## config.mk

```make
export PLATFORM = sky130hd
export DESIGN_NAME = decim_sched
export DESIGN_NICKNAME = d
export VERILOG_FILES = /design/src/rtl/decim_sched.sv
export SDC_FILE = /design/constraint.sdc
export NUM_CORES = 1
export LEC_CHECK = 0
export ABC_AREA = 1
export CAP_MARGIN = 20
export CORE_AREA = 2 2 225 227
export CTS_BUF_LIST = sky130_fd_sc_hd__clkbuf_8
export CTS_CLUSTER_DIAMETER = 40
export DETAILED_ROUTE_END_ITERATION = 6
export DIE_AREA = 0 0 227 229
export GPL_TIMING_DRIVEN = 1
export PLACE_DENSITY = 0.63
export SYNTH_ARGS = -nofsm -noshare
export SYNTH_HDL_FRONTEND = slang
export SYNTH_SLANG_ARGS = --single-unit
```

## constraint.sdc

```tcl
create_clock -name clk -period 3.4 [get_ports clk]
set_clock_uncertainty 0.15 [all_clocks]
set_input_delay 0.68 -clock clk [delete_from_list [all_inputs] [get_ports clk]]
set_output_delay 0.68 -clock clk [all_outputs]
set_load 0.05 [all_outputs]
```

## src/rtl/decim_sched.sv

```systemverilog
// decim_sched: single-clock CIC/HB1/HB2/FIR rate strobes and a per-frame channel serializer.
// Optional macro DECIM_FRAME_CNT_EN adds a 16-bit frame number (m_frame) to every beat.
module decim_sched #(
    parameter int  NCH     = 20,
    parameter int  DW      = 16,
    parameter int  CIC_DIV = 8,
    localparam int CW      = $clog2(NCH)
) (
    input  logic              clk,
    input  logic              rst,
    input  logic              en,
    output logic              cic_stb,
    output logic              hb1_stb,
    output logic              hb2_stb,
    output logic              fir_stb,
    input  logic [NCH*DW-1:0] fir_data,
    output logic [DW-1:0]     m_data,
    output logic [CW-1:0]     m_chan,
    output logic              m_last,
    output logic              m_valid,
    input  logic              m_ready,
    output logic              ovf,
    input  logic              ovf_clr
`ifdef DECIM_FRAME_CNT_EN
    ,
    output logic [15:0]       m_frame
`endif
);

    localparam int              DIVW     = (CIC_DIV > 1) ? $clog2(CIC_DIV) : 1;
    localparam logic [DIVW-1:0] DIV_LAST = DIVW'(CIC_DIV - 1);
    localparam logic [CW-1:0]   LAST_IDX = CW'(NCH - 1);

    typedef enum logic [0:0] {
        ST_IDLE = 1'b0,
        ST_SEND = 1'b1
    } state_t;

    logic [DIVW-1:0]   div_cnt_r;
    logic [2:0]        stage_r;
    logic              cic_stb_r, hb1_stb_r, hb2_stb_r, fir_stb_r;
    logic              tick_s;

    state_t            state_r, state_s;
    logic [CW-1:0]     idx_r, idx_s;
    logic [NCH*DW-1:0] shadow_r, shadow_s;
    logic [DW-1:0]     m_data_r, m_data_s;
    logic [CW-1:0]     m_chan_r, m_chan_s;
    logic              m_last_r, m_last_s;
    logic              m_valid_r, m_valid_s;
    logic              ovf_r, ovf_s;
    logic              hs_s, load_s, overrun_s;

    // Terminal count of the CIC divider while running.
    always_comb begin
        tick_s = en && (div_cnt_r == DIV_LAST);
    end

    // Rate counter, stage counter and registered stage strobes.
    always_ff @(posedge clk or negedge rst) begin
        if (!rst) begin
            div_cnt_r <= {DIVW{1'b0}};
            stage_r   <= 3'd0;
            cic_stb_r <= 1'b0;
            hb1_stb_r <= 1'b0;
            hb2_stb_r <= 1'b0;
            fir_stb_r <= 1'b0;
        end else begin
            if (en) begin
                if (div_cnt_r == DIV_LAST) begin
                    div_cnt_r <= {DIVW{1'b0}};
                end else begin
                    div_cnt_r <= div_cnt_r + DIVW'(1'b1);
                end
            end
            // stage already holds the value seen during the upcoming strobe cycle
            if (cic_stb_r) begin
                stage_r <= stage_r + 3'd1;
            end
            cic_stb_r <= tick_s;
            hb1_stb_r <= tick_s & stage_r[0];
            hb2_stb_r <= tick_s & (stage_r[1:0] == 2'b11);
            fir_stb_r <= tick_s & (stage_r == 3'b111);
        end
    end

    // Serializer next-state: capture, beat advance, overrun detection.
    always_comb begin
        state_s   = state_r;
        idx_s     = idx_r;
        shadow_s  = shadow_r;
        m_data_s  = m_data_r;
        m_chan_s  = m_chan_r;
        m_last_s  = m_last_r;
        m_valid_s = m_valid_r;
        load_s    = 1'b0;
        overrun_s = 1'b0;
        hs_s      = m_valid_r & m_ready;
        case (state_r)
            ST_IDLE: begin
                m_valid_s = 1'b0;
                load_s    = fir_stb_r;
            end
            ST_SEND: begin
                if (hs_s) begin
                    if (idx_r == LAST_IDX) begin
                        if (fir_stb_r) begin
                            load_s = 1'b1;
                        end else begin
                            state_s   = ST_IDLE;
                            m_valid_s = 1'b0;
                        end
                    end else begin
                        idx_s    = idx_r + CW'(1'b1);
                        m_data_s = shadow_r[idx_s*DW +: DW];
                        m_chan_s = idx_s;
                        m_last_s = (idx_s == LAST_IDX);
                    end
                end else begin
                    idx_s = idx_r;
                end
                overrun_s = fir_stb_r & ~load_s;
            end
            default: begin
                state_s   = ST_IDLE;
                m_valid_s = 1'b0;
            end
        endcase
        if (load_s) begin
            state_s   = ST_SEND;
            idx_s     = {CW{1'b0}};
            shadow_s  = fir_data;
            m_valid_s = 1'b1;
            m_data_s  = fir_data[DW-1:0];
            m_chan_s  = {CW{1'b0}};
            m_last_s  = (LAST_IDX == {CW{1'b0}});
        end else begin
            shadow_s = shadow_r;
        end
        // set wins over a same-cycle clear
        ovf_s = overrun_s | (ovf_r & ~ovf_clr);
    end

    // Serializer state and output registers.
    always_ff @(posedge clk or negedge rst) begin
        if (!rst) begin
            state_r   <= ST_IDLE;
            idx_r     <= {CW{1'b0}};
            shadow_r  <= {(NCH*DW){1'b0}};
            m_data_r  <= {DW{1'b0}};
            m_chan_r  <= {CW{1'b0}};
            m_last_r  <= 1'b0;
            m_valid_r <= 1'b0;
            ovf_r     <= 1'b0;
        end else begin
            state_r   <= state_s;
            idx_r     <= idx_s;
            shadow_r  <= shadow_s;
            m_data_r  <= m_data_s;
            m_chan_r  <= m_chan_s;
            m_last_r  <= m_last_s;
            m_valid_r <= m_valid_s;
            ovf_r     <= ovf_s;
        end
    end

`ifdef DECIM_FRAME_CNT_EN
    logic [15:0] frame_cnt_r;
    logic [15:0] m_frame_r;

    // Frame numbering: counts every FIR strobe, captured or dropped.
    always_ff @(posedge clk or negedge rst) begin
        if (!rst) begin
            frame_cnt_r <= 16'd0;
            m_frame_r   <= 16'd0;
        end else begin
            if (fir_stb_r) begin
                frame_cnt_r <= frame_cnt_r + 16'd1;
            end
            if (load_s) begin
                m_frame_r <= frame_cnt_r;
            end
        end
    end

    assign m_frame = m_frame_r;
`endif

    assign cic_stb = cic_stb_r;
    assign hb1_stb = hb1_stb_r;
    assign hb2_stb = hb2_stb_r;
    assign fir_stb = fir_stb_r;
    assign m_data  = m_data_r;
    assign m_chan  = m_chan_r;
    assign m_last  = m_last_r;
    assign m_valid = m_valid_r;
    assign ovf     = ovf_r;

endmodule
```

==> results.cfg, run 1 <==
[sta]
tns_ns = 0
rsz0062_at_grt = false
fmax_mhz = 323.9
worst_pin_slew_ns = 0.8830
report.final.slew_viol_count = 0
fin_crit_ns = 3.087
setup_viol = 0
hold_viol = 0
setup_slack_ns = 0.3130
slew-limit-headroom = 0.4114
timing.final.crit_share = 0.9079

[power_and_ir_drop]
switching_share = 0.2289
p_sw_uw = 2177
powerDensity_nw_per_um2 = 417.8
irDropWorstVdd_mv = 0.2026
intPower_uw = 7330
p_leak_uw = 0.01082
pwr-share-comb = 0.068
pwr-share-seq = 0.452
clkPwrFrac = 0.480

[grt]
grt_max_degree = 158
grt_pass1_vias = 15950
overflow = 0
grt_pass1_wl_um = 90710
antenna_found_initial = 4
grtUsageTotal = 0.2279

[final_layout]
area_growth_pct = 32.73
fillerInstances = 5002
ff_latch_area_um2 = 8887
multi_input_area_um2 = 6330
drive_gt1_frac = 0.05927
layout.nets = 2898

[floorplanning]
die_area_um2 = 51980
die_w_um = 227
rows = 82
fp.dieH_um = 229
initial_core_util = 0.3452
pin_count = 353
core_um2 = 49660

[worst_setup_path]
reg2reg_depth = 8
crit_buf_inv = 1
rr_endpoint = m_data[1]$_DFFE_PN0P_
path_max_fanout = 7
critPathCaptureType = output pin
crit_path_max_incr_delay_ns = 1.02
crit_required_ns = 2.57
reg2reg_from = m_chan[1]$_DFFE_PN0P_
cp_slowest_cell = clkdlybuf4s50_1
r2r_slack_ns = 0.53
crit_family = buffers and inverters
crit_chain = clkdlybuf4s50_1
crit_type = register to output pin
cp_data_arrival_time_ns = 2.26
worstSetupStartpointType = register

[clock_tree]
ctsRootBufferMaster = clkbuf_8
cts_buffers = 71
cts_sinks = 355
cts_tree = done
clk_path_buf_depth = 3
cts_setup_buffers = 0
clkSlewWorstSetupHoldPaths_ns = 0.06
h-tree-depth = 3
cts.repair.resized = 0
clock_latency_ns = 0.63

[yosys]
avgSynthCellArea_um2 = 7.619
synth.area.top_cells = dfrtp_1 52%, nand2_1 16%, o21ai_0 8.6%
synth_warnings = 0
synthCells = 2250
synth_top_area_frac = 0.5182
syn-num-nets = 2581
synth-seq-cells = 355
yosys.area.top_type = dfrtp_1
synthesis.area_um2 = 17140
yosysSeqAreaShare = 0.5182
synth_cell_types = 23

[placed_design]
routabilityCongestion = 0.8557
hpwl_um = 41390
pre_cts_ws_ns = 0.5719
io_buffers = 352

[status]
status = complete, no violations

[min_path]
hold_depth = 1
holdCritStartpoint = div_cnt_r[0]$_DFFE_PN0P_
hold_path_class = register to register
hold_end = div_cnt_r[0]$_DFFE_PN0P_

[detailed_routing]
drt_iter0_drc = 1394
wl_per_cell_um = 17.85
finalWirelength_um = 58700
drc = 0
ant_nets = 0
drt_pass1_iterations = 6
vias = 15700
via_per_inst = 4.774

[flow_run]
drv_cap = 0
placed cells by master, fill, tap and decap left out, types with 5 or more instances in the layout:
| cell | instances |
|---|---|
| nand2_1 | 724 |
| dfrtp_1 | 354 |
| clkdlybuf4s50_1 | 351 |
| inv_1 | 336 |
| o21ai_0 | 294 |
| nand3_1 | 253 |
| clkbuf_8 | 86 |
| nor2_1 | 52 |
| o21ai_1 | 43 |
| a21oi_1 | 38 |
| buf_4 | 20 |
| buf_12 | 15 |
| clkinv_2 | 7 |
| ha_1 | 5 |
| bufinv_16 | 5 |
cells in the mapped netlist:
library cell,instances
o21ai_1,43
o22ai_1,2
mux2_2,4
nand4_1,2
clkbuf_1,57
o211ai_1,4
nand3_2,1
inv_1,317
xnor2_1,1
o21ai_0,294
buf_4,38
inv_2,7
nand2_1,724
buf_6,4
dfrtp_1,355
nand3_1,253
xor2_1,2
xor2_2,1
buf_1,8
a21oi_1,38
buf_2,37
nor2_1,52
ha_1,6
per-stage QoR:
| step | hold slack (ns) | std cells | total power (uW) | area (um2) | utilization |
|---|---|---|---|---|---|
| 6_report | 0.3237 | 3289 | 9507 | 22750 | 0.4582 |
| 5_1_grt | 0.3469 | 3288 | 9881 | 22750 | 0.4582 |
| 4_1_cts | 0.3262 | 3287 | 9640 | 22750 | 0.4581 |
| 3_5_place_dp | 0.3160 | 3165 | 5027 | 21260 | 0.4282 |
| 3_3_place_gp | 0.3083 | 3165 | 5016 | 21260 | 0.4282 |
| 2_1_floorplan | 0.2344 | 2250 | 4460 | 17140 | - |
power by group through the flow:
| stage | Combinational (uW) | Clock [uW] | Sequential [uW] |
|---|---|---|---|
| floorplan | 76.8 | 0 | 4380 |
| global placement | 648 | 0 | 4370 |
| detailed placement | 656 | 0 | 4370 |
| CTS | 662 | 4680 | 4300 |
| global route | 705 | 4880 | 4300 |
| finish | 649 | 4560 | 4300 |
area by class of cell:
class / instances / share of cell area
Antenna cell: 2 / 0.0002199
Clock inverter: 35 / 0.01281
Timing Repair Buffer: 388 / 0.1753
Multi-Input combinational cell: 1427 / 0.2782
Sequential cell: 355 / 0.3906
Clock buffer: 86 / 0.05202
Tap cell: 672 / 0.03695
Inverter: 324 / 0.05394
per-layer routing:
layer	vias to the layer above	global-route usage	routed length, um
met5	-	0	17
met4	2	0.08558	1646
met3	85	0.05901	4587
met2	541	0.3383	25820
met1	7432	0.3190	26640
li1	7643	-	-
registers in the layout (all words and copies together), names as in the netlist:
| name | flops |
|---|---|
| shadow_r | 320 |
| cic_stb | 1 |
| hb1_stb | 1 |
| m_last | 1 |
| div_cnt_r | 3 |
| m_chan | 5 |
| hb2_stb | 1 |
| m_valid | 1 |
| m_data | 16 |
| state_r | 1 |
| fir_stb | 1 |
| ovf | 1 |
| stage_r | 3 |
kinds of logic after synthesis:
logic type,synth area share
adders and majority gates,0.004379
DFF,0.5182
and+or+nand+nor,0.2451
muxes,0.002627
AOI/OAI and AO/OA,0.1120
xor gates and xnor gates,0.002482
buffers and inverters,0.1152
worst max-delay path by stage:
stage                     slack (ns)                endpoint  cells after the start                  start
after floorplan                 0.71  m_data[10]$_DFFE_PN0P_                     13  m_chan[0]$_DFFE_PN0P_
after global placement          0.62   m_data[1]$_DFFE_PN0P_                      8  m_chan[0]$_DFFE_PN0P_
after detailed placement        0.57   m_data[1]$_DFFE_PN0P_                      8  m_chan[1]$_DFFE_PN0P_
after CTS                       0.25               m_chan[2]                      1  m_chan[2]$_DFFE_PN0P_
after global routing            0.22               m_chan[2]                      1  m_chan[2]$_DFFE_PN0P_
final                           0.31               m_chan[2]                      1  m_chan[2]$_DFFE_PN0P_
repair_timing:
action                     4_1_cts  5_1_grt
hold endpoints to repair        59        0
hold buffers                     1        0
setup endpoints to repair        0        0
No activity file was read; power rests on OpenSTA's default activity.
==> run 2: changes to the inputs <==
- ABC_AREA: 1 -> unset
- CORE_AREA: 2 2 225 227 -> 2 2 218 220
- DIE_AREA: 0 0 227 229 -> 0 0 220 222
- SKIP_CTS_REPAIR_TIMING: unset -> 1
==> results.cfg, run 2 <==
[sta]
fmax_mhz = 320.8
worst_pin_slew_ns = 0.7696
rsz0062_at_grt = false
timing.final.crit_share = 0.9169
setup_slack_ns = 0.2827
tns_ns = 0
setup_viol = 0
fin_crit_ns = 3.117
timing.hold.ws_ns = 0.3340
hold_viol = 0
slew-limit-headroom = 0.4869
report.final.slew_viol_count = 0

[status]
status = complete, no violations

[worst_setup_path]
worstSetupStartpointType = register
cp_data_arrival_time_ns = 2.29
crit_required_ns = 2.57
path_max_fanout = 44
critPathCaptureType = output pin
crit_type = register to output pin
reg2reg_depth = 8

[final_layout]
drive_gt1_frac = 0.2001
regMostFlops = shadow_r
final_common_cell = dfrtp_1
layout.nets = 1726
area_growth_pct = 37.30
most-common-layout-cells = 354 x dfrtp_1, 351 x clkdlybuf4s50_1, 299 x mux2_1, 87 x clkbuf_8, 73 x mux4_2
largest_reg_flops = 320
final_core_util = 0.4764

[min_path]
hold_depth = 1
hold_path_class = register to register

[placed_design]
io_buffers = 352
pre_cts_ws_ns = 0.4581
hpwl_um = 34060
routabilityCongestion = 0.8134

[yosys]
synth_common_cells = 355 x dfrtp_1, 299 x mux2_1, 73 x mux4_2
yosys.cell_count.top_type = dfrtp_1
syn-num-nets = 1327
avgSynthCellArea_um2 = 16.12
synth_warnings = 0
synthCells = 996
yosys.area.top_type = dfrtp_1
synthFlopType = dfrtp_1
synth_edf_count = 0
synth.area.top_cells = dfrtp_1 55%, mux2_1 21%, mux4_2 10%
synth_top_area_frac = 0.5534
synth-seq-cells = 355
yosysSeqAreaShare = 0.5534
async_reset_ff_frac = 1.000
synthesis.area_um2 = 16050
synth_cell_types = 39

[power_and_ir_drop]
switching_share = 0.2196
powerDensity_nw_per_um2 = 436.5
irDropWorstVdd_mv = 0.4292
pwr-share-comb = 0.064
clkPwrFrac = 0.490
p_leak_uw = 0.01089
intPower_uw = 7508
p_sw_uw = 2113
pwr-share-seq = 0.446

[floorplanning]
die_w_um = 220
die_area_um2 = 48840
fp.dieH_um = 222
initial_core_util = 0.3470
rows = 79
core_um2 = 46260
pin_count = 353

[detailed_routing]
drt_iter0_drc = 585
ant_nets = 0
drt_pass1_iterations = 4
vias = 10210
wl_per_cell_um = 22.54
via_per_inst = 4.971
finalWirelength_um = 46280
drc = 0

[flow_run]
drv_cap = 0

[grt]
grt_pass1_vias = 11250
grtUsageTotal = 0.1943
grt_max_degree = 85
grt_pass1_wl_um = 69660
overflow = 0
antenna_found_initial = 6

[clock_tree]
clkSlewWorstSetupHoldPaths_ns = 0.05
h-tree-depth = 3
clk_path_buf_depth = 3
ctsRootBufferMaster = clkbuf_8
cts_tree = done
clock_latency_ns = 0.63
cts_sinks = 355
cts_buffers = 71
-- run 2: critical path, stage by stage (launching register included) --
cell and delay (ns):
dfrtp_4 0.43, buf_12 0.32, clkdlybuf4s50_1 0.89
-- run 2: per-stage QoR --
stage,total power [uW],cell area (um2),instances
after floorplan,4454,16050,996
after global placement,4980,20480,1928
after detailed placement,4987,20480,1928
after global routing,10060,22030,2051
final,9621,22040,2053
after CTS,9809,22020,2050
-- run 2: cell families (layout without fill, tap and decap cells) --
kind of cell / Yosys count / in the layout / share of synthesized area
xor gates and xnor gates: 2 / 2 / 0.002261
DFF: 355 / 355 / 0.5534
muxes: 454 / 454 / 0.3749
and+or+nand+nor: 38 / 38 / 0.01208
buffers and inverters: 71 / 519 / 0.02439
adders and majority gates: 6 / 6 / 0.004676
AOI/OAI and AO/OA: 70 / 70 / 0.02829
other: 0 / 2 / 0
-- run 2: final cells by class --
cell class | instances | area (um2)
fill | 4119 | 24220
inverter | 4 | 15.01
multi-input combinational | 570 | 6804
sequential | 355 | 8887
tap | 607 | 759.5
antenna | 2 | 5.005
timing repair buffer | 393 | 4026
clock buffer | 87 | 1197
clock inverter | 35 | 345.3
-- run 2: power by group through the flow --
stage	Combinational [uW]	Clock (uW)	Sequential (uW)
6_report	611	4720	4290
5_1_grt	666	5090	4300
4_1_cts	623	4890	4290
3_5_place_dp	619	0	4370
3_3_place_gp	615	0	4370
2_1_floorplan	74.4	0	4380
-- run 2: path summary, 6_finish.rpt --
kind	start	endpoint	slack [ns]
max	m_chan[0]$_DFFE_PN0P_	m_chan[0]	0.28
min	shadow_r[98]$_DFFE_PN0P_	shadow_r[98]$_DFFE_PN0P_	0.33
max reg2reg	m_chan[1]$_DFFE_PN0P_	shadow_r[150]$_DFFE_PN0P_	0.48
max in group asynchronous	rst	shadow_r[10]$_DFFE_PN0P_	1.76
min reg2reg	shadow_r[98]$_DFFE_PN0P_	shadow_r[98]$_DFFE_PN0P_	0.33
min in group asynchronous	rst	shadow_r[140]$_DFFE_PN0P_	0.53
-- run 2: per-layer routing --
metal | share of wire | up-vias | global-route usage
li1 | - | 4560 | -
met1 | 0.41 | 5242 | 0.2447
met2 | 0.47 | 323 | 0.3104
met3 | 0.087 | 74 | 0.07476
met4 | 0.023 | 6 | 0.05564
met5 | 0.00078 | - | 0
==> run 3: changes to the inputs <==
- ABC_CLOCK_PERIOD_IN_PS: unset -> 3400
- RECOVER_POWER: unset -> 50
==> results.cfg, run 3 (synthesized netlist as in run 2, its figures left out) <==
[status]
status = finished, violations left
violations = max-capacitance violations, max-slew violations

[worst_setup_path]
crit_type = register to output pin
reg2reg_depth = 8
cp_slowest_cell = clkdlybuf4s50_1
crit_buf_inv = 2
crit_chain = buf_12, clkdlybuf4s50_1
crit_required_ns = 2.57
crit_family = buffers and inverters
worstSetupStartpointType = register
crit_cells = 2
path_max_fanout = 44
critPathCaptureType = output pin
cp_data_arrival_time_ns = 2.29
crit_path_max_incr_delay_ns = 0.89

[detailed_routing]
vias = 10240
via_per_inst = 4.989
finalWirelength_um = 46300
drt_iter0_drc = 559
ant_nets = 0
drt_pass1_iterations = 4
drc = 0
wl_per_cell_um = 22.56

[min_path]
hold_path_class = register to register
hold_depth = 1

[clock_tree]
clock_latency_ns = 0.63
cts_sinks = 355
clk_path_buf_depth = 3
cts_buffers = 71
clkSlewWorstSetupHoldPaths_ns = 0.05
h-tree-depth = 3
cts_tree = done
ctsRootBufferMaster = clkbuf_8

[sta]
hold_viol = 0
rsz0062_at_grt = false
setup_viol = 0
fin_crit_ns = 3.124
tns_ns = 0
fmax_mhz = 320.1
worst_pin_slew_ns = 2.394
timing.final.crit_share = 0.9187
slew-limit-headroom = -0.5957
report.final.slew_viol_count = 80

[grt]
grt_pass1_vias = 11250
antenna_found_initial = 6
grt_pass1_wl_um = 69660
grtUsageTotal = 0.1943
grt_max_degree = 85
overflow = 0

[power_and_ir_drop]
clkPwrFrac = 0.490
switching_share = 0.2196
powerDensity_nw_per_um2 = 436.9
p_sw_uw = 2113
finalPower_uw = 9622
intPower_uw = 7508
irDropWorstVdd_mv = 0.4289
pwr-share-seq = 0.446
p_leak_uw = 0.01088
pwr-share-comb = 0.063

[placed_design]
hpwl_um = 34060
io_buffers = 352
routabilityCongestion = 0.8134

[floorplanning]
fp.dieH_um = 222
die_area_um2 = 48840
die_w_um = 220
pin_count = 353
core_um2 = 46260
rows = 79
initial_core_util = 0.3470

[final_layout]
regMostFlops = shadow_r
final_core_util = 0.4760
drive_gt1_frac = 0.1988
most-common-layout-cells = 354 x dfrtp_1, 350 x clkdlybuf4s50_1, 299 x mux2_1, 87 x clkbuf_8, 73 x mux4_2
area_growth_pct = 37.18
largest_reg_flops = 320
layout.nets = 1726
final_common_cell = dfrtp_1

[flow_run]
drv_cap = 1
run 3: cell count changes in the layout (fill, tap and decap cells not counted):
| cell | change |
|---|---|
| clkbuf_2 | +2 |
| clkbuf_1 | +1 |
| buf_4 | -2 |
| buf_8 | -1 |
| diode_2 | -1 |
| dlygate4sd3_1 | +1 |
| and4bb_1 | +1 |
| clkdlybuf4s50_1 | -1 |
| and4bb_2 | -1 |
| and2_0 | +1 |
| and2_1 | -1 |
run 3: worst paths after layout:
path,startpoint,end,slack [ns]
max in group asynchronous,rst,m_data[1]$_DFFE_PN0P_,0.51
hold / removal,shadow_r[98]$_DFFE_PN0P_,shadow_r[98]$_DFFE_PN0P_,0.33
hold reg to reg,shadow_r[98]$_DFFE_PN0P_,shadow_r[98]$_DFFE_PN0P_,0.33
setup reg to reg,m_chan[1]$_DFFE_PN0P_,shadow_r[150]$_DFFE_PN0P_,0.28
min in group asynchronous,rst,shadow_r[140]$_DFFE_PN0P_,1.18
setup / recovery,m_chan[0]$_DFFE_PN0P_,m_chan[0],0.28
run 3: metrics by stage:
| step | cells | worst slack (ns) | area (um2) | hold slack (ns) |
|---|---|---|---|---|
| final | 2052 | 0.2763 | 22020 | 0.3339 |
| after global routing | 2051 | 0.08707 | 22020 | 0.3420 |
| after CTS | 2050 | 0.1673 | 22020 | -0.1164 |
| after detailed placement | 1928 | 0.4581 | 20480 | 0.3254 |
| after global placement | 1928 | 0.5329 | 20480 | 0.3152 |
| after floorplan | 996 | 0.06376 | 16050 | 0.2344 |
run 3: final cells by class:
cell class / instances / area (um2)
Timing Repair Buffer: 393 / 4010
Clock buffer: 87 / 1197
Fill cell: 4124 / 24240
Antenna cell: 1 / 2.502
Clock inverter: 35 / 345.3
Sequential cell: 355 / 8887
Multi-Input combinational cell: 570 / 6804
Tap cell: 607 / 759.5
Inverter: 4 / 15.01
run 3: power by group through the flow:
stage | Combinational (uW) | Sequential (uW) | Clock, uW
global placement | 615 | 4370 | 0
finish | 611 | 4290 | 4720
global route | 666 | 4300 | 5090
CTS | 623 | 4290 | 4890
floorplan | 74.4 | 4380 | 0
detailed placement | 619 | 4370 | 0
run 3: per-layer routing:
metal	wire length [um]	GRT usage	share of wire	up-vias
met4	1092	0.05564	0.024	6
met2	21970	0.3104	0.47	335
met5	36	0	0.00078	-
met1	19270	0.2447	0.42	5257
li1	-	-	-	4560
met3	3930	0.07476	0.085	80
